### src/rtl/sys_rst_ctrl_if.sv
// Control/status bundle of the reset sequencer: button and trap in, reset
// lines and supervisor status out.
interface sys_rst_ctrl_if;
  // All signals are plain levels with no valid/ready handshake. trap is acted
  // on only at a clock edge while the sequencer is in RUN. btn_rst may change
  // at any time. The outputs are registered and state_dbg mirrors the FSM
  // (0 HOLD, 1 PERIPH, 2 RUN, 3 LOCK).
  logic       btn_rst;
  logic       trap;
  logic       periph_rst;
  logic       cpu_rst;
  logic       running;
  logic       locked;
  logic [7:0] restart_cnt;
  logic [1:0] state_dbg;

  modport master (
    output btn_rst, trap,
    input  periph_rst, cpu_rst, running, locked, restart_cnt, state_dbg
  );

  modport slave (
    input  btn_rst, trap,
    output periph_rst, cpu_rst, running, locked, restart_cnt, state_dbg
  );
endinterface

### src/rtl/sys_rst_ctrl.sv
// Reset sequencer and trap supervisor: staged release (peripherals before CPU),
// bounded trap restarts with lock-out, and a debounced user restart button.
module sys_rst_ctrl #(
  parameter int HOLD_CYCLES  = 65535,
  parameter int STAGE_GAP    = 16,
  parameter int DEB_CYCLES   = 1000,
  parameter int MAX_RESTARTS = 3,
  parameter int TRAP_RESTART = 1
) (
  input logic           clk,
  input logic           reset,
  sys_rst_ctrl_if.slave bus
);

  localparam int MAX_HG = (HOLD_CYCLES > STAGE_GAP) ? HOLD_CYCLES : STAGE_GAP;
  localparam int MAX_V  = (MAX_HG > DEB_CYCLES) ? MAX_HG : DEB_CYCLES;
  localparam int CW     = $clog2(MAX_V + 1);

  localparam logic [CW-1:0] HOLD_LOAD = CW'(HOLD_CYCLES - 1);
  localparam logic [CW-1:0] GAP_LOAD  = CW'(STAGE_GAP - 1);
  localparam logic [CW-1:0] DEB_LAST  = CW'(DEB_CYCLES - 1);
  localparam logic [7:0]    RC_MAX    = 8'(MAX_RESTARTS);
  localparam bit            RESTART_EN = (TRAP_RESTART != 0);

  typedef enum logic [1:0] {
    S_HOLD   = 2'd0,
    S_PERIPH = 2'd1,
    S_RUN    = 2'd2,
    S_LOCK   = 2'd3
  } state_t;

  state_t        state_q, state_d;
  logic [CW-1:0] cnt_q, cnt_d;
  logic [7:0]    rc_q, rc_d;

  logic          sync1_q, sync2_q;
  logic          deb_q, deb_prev_q;
  logic [CW-1:0] deb_cnt_q;
  logic          press_evt;

  logic          periph_rst_q, cpu_rst_q, running_q, locked_q;

  // Button: two-flop synchroniser, then the level must hold DEB_CYCLES samples.
  always_ff @(posedge clk) begin
    if (reset) begin
      sync1_q    <= 1'b0;
      sync2_q    <= 1'b0;
      deb_q      <= 1'b0;
      deb_prev_q <= 1'b0;
      deb_cnt_q  <= '0;
    end else begin
      sync1_q    <= bus.btn_rst;
      sync2_q    <= sync1_q;
      deb_prev_q <= deb_q;
      if (sync2_q != deb_q) begin
        if (deb_cnt_q == DEB_LAST) begin
          deb_q     <= sync2_q;
          deb_cnt_q <= '0;
        end else begin
          deb_cnt_q <= deb_cnt_q + CW'(1);
        end
      end else begin
        deb_cnt_q <= '0;
      end
    end
  end

  assign press_evt = deb_q & ~deb_prev_q;

  always_ff @(posedge clk) begin
    if (reset) begin
      state_q <= S_HOLD;
      cnt_q   <= HOLD_LOAD;
      rc_q    <= 8'd0;
    end else begin
      state_q <= state_d;
      cnt_q   <= cnt_d;
      rc_q    <= rc_d;
    end
  end

  always_comb begin
    state_d = state_q;
    cnt_d   = cnt_q;
    rc_d    = rc_q;
    if (press_evt) begin
      state_d = S_HOLD;
      cnt_d   = HOLD_LOAD;
      rc_d    = 8'd0;
    end else begin
      unique case (state_q)
        S_HOLD: begin
          if (cnt_q == '0) begin
            state_d = S_PERIPH;
            cnt_d   = GAP_LOAD;
          end else begin
            cnt_d = cnt_q - CW'(1);
          end
        end
        S_PERIPH: begin
          if (cnt_q == '0) state_d = S_RUN;
          else             cnt_d   = cnt_q - CW'(1);
        end
        S_RUN: begin
          if (bus.trap) begin
            if (RESTART_EN && (rc_q < RC_MAX)) begin
              state_d = S_HOLD;
              cnt_d   = HOLD_LOAD;
              rc_d    = rc_q + 8'd1;
            end else begin
              state_d = S_LOCK;
            end
          end
        end
        S_LOCK: ;
        default: state_d = S_HOLD;
      endcase
    end
  end

  // Outputs are decoded from the next state so they land on the same edge.
  always_ff @(posedge clk) begin
    if (reset) begin
      periph_rst_q <= 1'b1;
      cpu_rst_q    <= 1'b1;
      running_q    <= 1'b0;
      locked_q     <= 1'b0;
    end else begin
      periph_rst_q <= (state_d == S_HOLD);
      cpu_rst_q    <= (state_d != S_RUN);
      running_q    <= (state_d == S_RUN);
      locked_q     <= (state_d == S_LOCK);
    end
  end

  assign bus.periph_rst  = periph_rst_q;
  assign bus.cpu_rst     = cpu_rst_q;
  assign bus.running     = running_q;
  assign bus.locked      = locked_q;
  assign bus.restart_cnt = rc_q;
  assign bus.state_dbg   = state_q;

endmodule

### src/flat_wrapper.sv
// flat-port wrapper written by rule: the top's interface ports become plain ports
module sys_rst_ctrl_flat 
#(
  parameter int HOLD_CYCLES  = 65535,
  parameter int STAGE_GAP    = 16,
  parameter int DEB_CYCLES   = 1000,
  parameter int MAX_RESTARTS = 3,
  parameter int TRAP_RESTART = 1
)
  (clk, reset, bus_btn_rst, bus_trap, bus_periph_rst, bus_cpu_rst, bus_running, bus_locked, bus_restart_cnt, bus_state_dbg);
  sys_rst_ctrl_if bus_i ();
  input logic clk;
  input logic reset;
  input wire logic [$bits(bus_i.btn_rst)-1:0] bus_btn_rst;
  input wire logic [$bits(bus_i.trap)-1:0] bus_trap;
  output wire logic [$bits(bus_i.periph_rst)-1:0] bus_periph_rst;
  output wire logic [$bits(bus_i.cpu_rst)-1:0] bus_cpu_rst;
  output wire logic [$bits(bus_i.running)-1:0] bus_running;
  output wire logic [$bits(bus_i.locked)-1:0] bus_locked;
  output wire logic [$bits(bus_i.restart_cnt)-1:0] bus_restart_cnt;
  output wire logic [$bits(bus_i.state_dbg)-1:0] bus_state_dbg;
  assign bus_i.btn_rst = bus_btn_rst;
  assign bus_i.trap = bus_trap;
  assign bus_periph_rst = bus_i.periph_rst;
  assign bus_cpu_rst = bus_i.cpu_rst;
  assign bus_running = bus_i.running;
  assign bus_locked = bus_i.locked;
  assign bus_restart_cnt = bus_i.restart_cnt;
  assign bus_state_dbg = bus_i.state_dbg;
  sys_rst_ctrl #(.HOLD_CYCLES(HOLD_CYCLES), .STAGE_GAP(STAGE_GAP), .DEB_CYCLES(DEB_CYCLES), .MAX_RESTARTS(MAX_RESTARTS), .TRAP_RESTART(TRAP_RESTART)) u_core (.clk(clk), .reset(reset), .bus(bus_i));
endmodule
### config.mk
export PLATFORM = sky130hd
export DESIGN_NAME = sys_rst_ctrl_flat
export DESIGN_NICKNAME = d
export VERILOG_FILES = /design/src/rtl/sys_rst_ctrl_if.sv /design/src/rtl/sys_rst_ctrl.sv /design/src/flat_wrapper.sv
export SDC_FILE = /design/constraint.sdc
export NUM_CORES = 1
export LEC_CHECK = 0
export BUFFER_PORTS_ARGS = -buffer_cell sky130_fd_sc_hd__buf_2
export CAP_MARGIN = 20
export CORE_MARGIN = 3
export CORE_UTILIZATION = 54
export DETAILED_ROUTE_END_ITERATION = 10
export MAX_ROUTING_LAYER = met4
export PLACE_DENSITY = 0.75
export SLEW_MARGIN = 15
export SYNTH_ARGS = -nofsm -noshare
export SYNTH_HDL_FRONTEND = slang
export SYNTH_SLANG_ARGS = --single-unit
### constraint.sdc
create_clock -name clk -period 2.23 [get_ports clk]
set_input_delay 0.3345 -clock clk [delete_from_list [all_inputs] [get_ports clk]]
set_output_delay 0.3345 -clock clk [all_outputs]
set_load 0.01 [all_outputs]
==> results.sh, run 1 <==
export IMPL_cts_tree="built"
export IMPL_grt_first_pass_wirelength_mm=10.2
export IMPL_fin_nets=343
export IMPL_vias=2342
export IMPL_min_period_ps=2250
export IMPL_hold_viol_final=0
export IMPL_fin_cells=385
export IMPL_drive_gt1_share_pct=27.0
export IMPL_async_reset_ff_share_pct=0
export IMPL_antenna_found_initial=0
export IMPL_synthCells=283
export IMPL_power_mw=1.49
export IMPL_hold_path_class="in -> reg"
export IMPL_synth_ff_type="dfxtp_1"
export IMPL_critPathMaxFanout=3
export IMPL_dr_pass1_iters=5
export IMPL_place_hpwl_mm=4.08
export IMPL_rrSetupSlack_ps=-20
export IMPL_hp_start="bus_btn_rst"
export IMPL_clock_skew_final_ps=7.01
export IMPL_criticalPathCategory="reg -> reg"
export IMPL_drv_slew=0
export IMPL_timing_rr_end="u_core.cnt_q[11]"
export IMPL_grt_overflow=0
export IMPL_gp_congestion=0.955
export IMPL_r2r_cells=6
export IMPL_synth_edff_count=0
export IMPL_first_iter_violations=306
export IMPL_slew_headroom_pct=53.3
export IMPL_synth_top_family_by_area="simple AND/OR/NAND/NOR gates"
export IMPL_utilization_pct=69.0
export IMPL_worst_slew_pin_slew_ps=699
export IMPL_mostFrequentLayoutCell="dfxtp_1"
export IMPL_diodes=0
export IMPL_std_cell_rows=24
export IMPL_synth_cell_types=61
export IMPL_peakVddDrop_v=0.000457
export IMPL_wl_mm=6.09
export IMPL_htree_levels=2
export IMPL_postRouteAntennaNets=0
export IMPL_clockBufferDepth=2
export IMPL_die_y_um=74.2
export IMPL_clk_latency_ps=300
export IMPL_synth_compound_area_share_pct=21.3
export IMPL_cp_data_required_time_ps=2450
export IMPL_route_detailed_drc=0
export IMPL_dieArea_sq_um=5500
export IMPL_final_cell_mix="dfxtp_1 (47), nor2_1 (34), buf_4 (34)"
export IMPL_setup_viol=2
export IMPL_clk_pin_slew_worst_paths_ps=90
export IMPL_fin_crit_sh_pct=101
export IMPL_r2r_start="u_core.cnt_q[9]"
export IMPL_dp_cells=365
export IMPL_die_w_um=74.2
export IMPL_synth_seq_cells=50
export IMPL_cap_violations=0
export IMPL_violations="negative setup slack"
export IMPL_wl_per_cell_um=15.8
export IMPL_status="finished with violations"
export IMPL_initial_core_util_pct=56.8
export IMPL_synth_avg_cell_area_sq_um=8.86
export IMPL_cts_sinks=50
export IMPL_synth_fp_nets=294
export IMPL_viasPerCell=6.08
export IMPL_fillCellCount=348
export IMPL_io_buffers=17
export IMPL_grt_pass1_vias=2244
export IMPL_cp_end_kind="flip-flop"
export IMPL_root_buffer="clkbuf_8"
export IMPL_cts_buffers=5
export IMPL_netlist_area_sq_um=2510
export IMPL_arrival_ps=2470
export IMPL_worst_slack_ps=-21.3
export IMPL_synth_xor_xnor_area_share_pct=5.59
export IMPL_min_delay_path_depth=2
export IMPL_grt_usage_pct=24.2
export IMPL_grt_max_degree=17
export IMPL_critPathLaunchType="flip-flop"
export IMPL_area_growth_pct=21.5
export IMPL_ys_warn_count=0
export IMPL_yosys_area_share_adder_pct=3.49
export IMPL_coreArea_sq_um=4410
export IMPL_ioPinCount=18
export IMPL_rsz0062_at_grt="yes"
export IMPL_hold_end="u_core.sync1_q"
export IMPL_yosysSeqAreaShare_pct=39.9
export IMPL_leakagePower_nw=1.21
export IMPL_max_freq_mhz=444
export IMPL_synth_area_mux_share_pct=0.798
export IMPL_synth_simple_area_share_pct=23.4
export IMPL_powerDensity_nw_per_um2=488
## cell usage after synthesis, types with 2 or more instances
master    number  area share, %
a211oi_1       5            1.5
a21oi_1       10            2.0
a221o_1        3            1.2
a311oi_1       2           0.70
a31oi_1        6            1.5
and2_1         8            2.0
and3_1         4            1.0
and4_1         2           0.70
buf_4          2           0.60
buf_6          4            1.8
clkbuf_1       8            1.2
dfxtp_1       50             40
ha_1           7            3.5
inv_1         11            1.6
mux2i_1        2           0.80
nand2_1       11            1.6
nand3_1        8            1.6
nand4_1        4            1.0
nor2_1        34            5.1
nor2b_1        6            1.5
nor3_1         6            1.2
nor3b_1        2           0.60
nor4_1         8            2.0
nor4_2         2            1.0
o211ai_1       9            2.7
o21ai_0       15            3.0
o21ai_1        2           0.40
o31ai_1        3           0.90
or4_1          2           0.60
or4_4          2           0.90
xnor2_1        5            1.7
xor2_1        11            3.8
## cells by family after synthesis
kind of cell	count (synthesis)
AOI/OAI and AO/OA	74
xor gates and xnor gates	16
DFF	50
and+or+nand+nor	108
buffers and inverters	26
adders and majority gates	7
muxes	2
## power breakdown
part,total (mW),internal (mW),switching [mW]
sequential,0.909,0.902,0.00773
clock,0.517,0.221,0.295
combinational,0.0628,0.0295,0.0333
total,1.49,1.15,0.336
## per-layer routing
layer | vias up | global-route usage (%) | part of all wire [%]
met3 | 23 | 4.73 | 7.9
met5 | - | - | 0
met2 | 114 | 36.7 | 45
met4 | 0 | 9.86 | 2.3
met1 | 1066 | 31.5 | 44
li1 | 1139 | - | -
## worst max-delay path, stage by stage (launching register included)
cell,delay [ps]
dfxtp_2,340
or4_4,570
buf_6,150
or4_4,530
a211oi_4,260
nor3_1,80
o31ai_1,240
## how the worst max path moves through the flow
stage	start	endpoint	slack, ps	cells past startpoint
4_1_cts	u_core.cnt_q[9]	u_core.cnt_q[5]	10	6
3_5_place_dp	u_core.cnt_q[1]	u_core.cnt_q[7]	-20	7
5_1_grt	u_core.cnt_q[9]	u_core.bus.locked	-90	6
6_report	u_core.cnt_q[9]	u_core.cnt_q[11]	-20	6
3_3_place_gp	u_core.cnt_q[9]	u_core.cnt_q[5]	20	6
2_1_floorplan	u_core.cnt_q[4]	u_core.cnt_q[7]	10	7
## timing repair
action,CTS,global route
hold buffers,0,0
cloned,0,2
resized for setup,3,23
pin swaps,5,5
setup endpoints to repair,6,17
setup buffers,2,8
## metrics by stage
step	setup TNS [ps]	hold WS [ps]	setup slack (ps)	area, sq um
floorplan	0	406	10.9	2520
global placement	0	420	15.3	2790
detailed placement	-43.1	436	-17.6	2790
CTS	0	246	9.72	2910
global route	-567	245	-94.7	3050
finish	-38.8	246	-21.3	3050
## layout make-up
class / instances / area [sq um] / share of cell area, %
multi-input combinational: 207 / 1440 / 47.3
sequential: 50 / 1000 / 33.0
timing repair buffer: 57 / 408 / 13.4
clock buffer: 5 / 68.8 / 2.26
tap: 52 / 65.1 / 2.13
inverter: 11 / 41.3 / 1.35
clock inverter: 3 / 18.8 / 0.616
## sequential cells by signal, indices dropped and copies added, names as in the netlist
register	flops
u_core.bus.cpu_rst	1
u_core.bus.locked	1
u_core.bus.periph_rst	1
u_core.bus.restart_cnt	8
u_core.bus.running	1
u_core.bus.state_dbg	2
u_core.cnt_q	16
u_core.deb_cnt_q	16
u_core.deb_prev_q	1
u_core.deb_q	1
u_core.sync1_q	1
u_core.sync2_q	1
No activity file was read; power rests on OpenSTA's default activity.
==> inputs of run 2 (changes only) <==
--- a/config.mk
+++ b/config.mk
@@ -8,10 +8,12 @@
 export BUFFER_PORTS_ARGS = -buffer_cell sky130_fd_sc_hd__buf_2
 export CAP_MARGIN = 20
 export CORE_MARGIN = 3
-export CORE_UTILIZATION = 54
+export CORE_UTILIZATION = 45
+export CTS_CLUSTER_DIAMETER = 200
 export DETAILED_ROUTE_END_ITERATION = 10
 export MAX_ROUTING_LAYER = met4
-export PLACE_DENSITY = 0.75
+export PLACE_DENSITY = 0.65
+export SKIP_CTS_REPAIR_TIMING = 1
 export SLEW_MARGIN = 15
 export SYNTH_ARGS = -nofsm -noshare
 export SYNTH_HDL_FRONTEND = slang
==> run 2 against run 1 <==
Against the previous run: the flow now finishes without violations; largest cell class unchanged; clock skew is 3.0 ps lower; highest routed layer unchanged; utilization is 12 points lower; non-clock buffer count is 6 lower; final area is 2.5% lower; register-to-register slack better by 30 ps; first-iteration DRC count is 58% lower.
==> results.sh, run 2 (synthesis results as in run 1) <==
export IMPL_status="finished, final reports clean"
export IMPL_fin_nets=337
export IMPL_initial_core_util_pct=47.9
export IMPL_place_area_sq_um=2810
export IMPL_vias=2229
export IMPL_clk_pin_slew_worst_paths_ps=90
export IMPL_slowest_delay_ps=460
export IMPL_m1WireLength_mm=2.53
export IMPL_route_met2_wl_mm=2.64
export IMPL_cts_sinks=50
export IMPL_ioPinCount=18
export IMPL_grt_pass1_vias=2173
export IMPL_dr_wl_met3_um=339
export IMPL_die_y_um=80.7
export IMPL_dr_pass1_iters=4
export IMPL_coreArea_sq_um=5240
export IMPL_htree_levels=2
export IMPL_slew_headroom_pct=64.2
export IMPL_cts_tree="built"
export IMPL_critPathMaxFanout=4
export IMPL_grt_max_degree=17
export IMPL_worst_slew_pin_slew_ps=532
export IMPL_drive_gt1_share_pct=24.2
export IMPL_drv_slew=0
export IMPL_top_layer_used="met4"
export IMPL_fin_cells=396
export IMPL_gp_congestion=0.918
export IMPL_grt_overflow=0
export IMPL_powerDensity_nw_per_um2=493
export IMPL_cp_end_kind="flip-flop"
export IMPL_mostFrequentLayoutCell="dfxtp_1"
export IMPL_criticalPathCategory="reg -> reg"
export IMPL_arrival_ps=2410
export IMPL_finalSetupTns_ps=0
export IMPL_wl_mm=5.61
export IMPL_crit_chain="inv_2 -> ha_4 -> or3b_4 -> or4_4 -> o31ai_4 -> o21ai_1 -> a221o_1"
export IMPL_hold_viol_final=0
export IMPL_cap_violations=0
export IMPL_die_w_um=80.7
export IMPL_design_area_sq_um=2970
export IMPL_hold_path_class="in -> reg"
export IMPL_cts_buffers=5
export IMPL_max_freq_mhz=450
export IMPL_std_cell_rows=26
export IMPL_grt_usage_pct=19.3
export IMPL_antenna_found_initial=0
export IMPL_io_buffers=17
export IMPL_dieArea_sq_um=6510
export IMPL_clock_skew_final_ps=3.98
export IMPL_clk_latency_ps=290
export IMPL_root_buffer="clkbuf_8"
export IMPL_postRouteAntennaNets=0
export IMPL_pre_cts_ws_ps=-9.78
export IMPL_rsz0062_at_grt="yes"
export IMPL_area_growth_pct=18.4
export IMPL_first_iter_violations=128
export IMPL_critical_path_slowest_cell="or4_4"
export IMPL_grt_first_pass_wirelength_mm=9.74
export IMPL_rrSetupSlack_ps=6
export IMPL_dp_cells=383
export IMPL_place_hpwl_mm=4.05
export IMPL_utilization_pct=56.7
export IMPL_diodes=0
export IMPL_power_mw=1.46
export IMPL_hold_ws_ps=254
export IMPL_final_cell_mix="dfxtp_1 (49), nor2_1 (34), buf_4 (33)"
export IMPL_min_period_ps=2220
export IMPL_viasPerCell=5.63
export IMPL_critPathLaunchType="flip-flop"
export IMPL_wl_per_cell_um=14.2
export IMPL_worst_slack_ps=5.80
export IMPL_clockBufferDepth=2
export IMPL_setup_viol=0
export IMPL_leakagePower_nw=1.15
export IMPL_peakVddDrop_v=0.000295
export IMPL_route_detailed_drc=0
export IMPL_fin_crit_sh_pct=99.7
export IMPL_cp_data_required_time_ps=2420
run 2: cell types whose count changed in the layout (fill, tap and decap cells not counted), sizes merged:
cell / before / now
buf: 57 / 51
inv: 12 / 11
run 2: critical path, delay by kind of cell, from the launching register on:
family / cells / cell delay, ps
AOI/OAI and AO/OA: 3 / 700
adders and majority gates: 1 / 140
buffers and inverters: 1 / 80
DFF: 1 / 340
and+or+nand+nor: 2 / 860
run 2: metal layers:
metal  vias up  global-route usage [%]
met5         -                       -
met4         0                    8.11
met3         8                    3.70
met2        66                    30.2
met1      1032                    24.5
li1       1123                       -
run 2: report_power, final:
part | internal [mW] | total (mW) | leakage (nW) | switching [mW]
sequential | 0.902 | 0.910 | 0.404 | 0.00850
combinational | 0.0282 | 0.0596 | 0.699 | 0.0314
clock | 0.211 | 0.494 | 0.0438 | 0.282
run 2: final cells by class:
cell class	instances	area, sq um
fill	479	2270
multi-input combinational	207	1420
tap	70	87.6
clock buffer	5	68.8
clock inverter	2	10.0
timing repair buffer	51	344
inverter	11	41.3
sequential	50	1000
run 2: final timing paths:
| kind | start | endpoint | cells past startpoint |
|---|---|---|---|
| setup / recovery | u_core.cnt_q[1] | u_core.cnt_q[7] | 7 |
| hold / removal | bus_btn_rst | u_core.sync1_q | 2 |
| hold reg to reg | u_core.sync1_q | u_core.sync2_q | 1 |
| setup reg to reg | u_core.cnt_q[1] | u_core.cnt_q[7] | 7 |
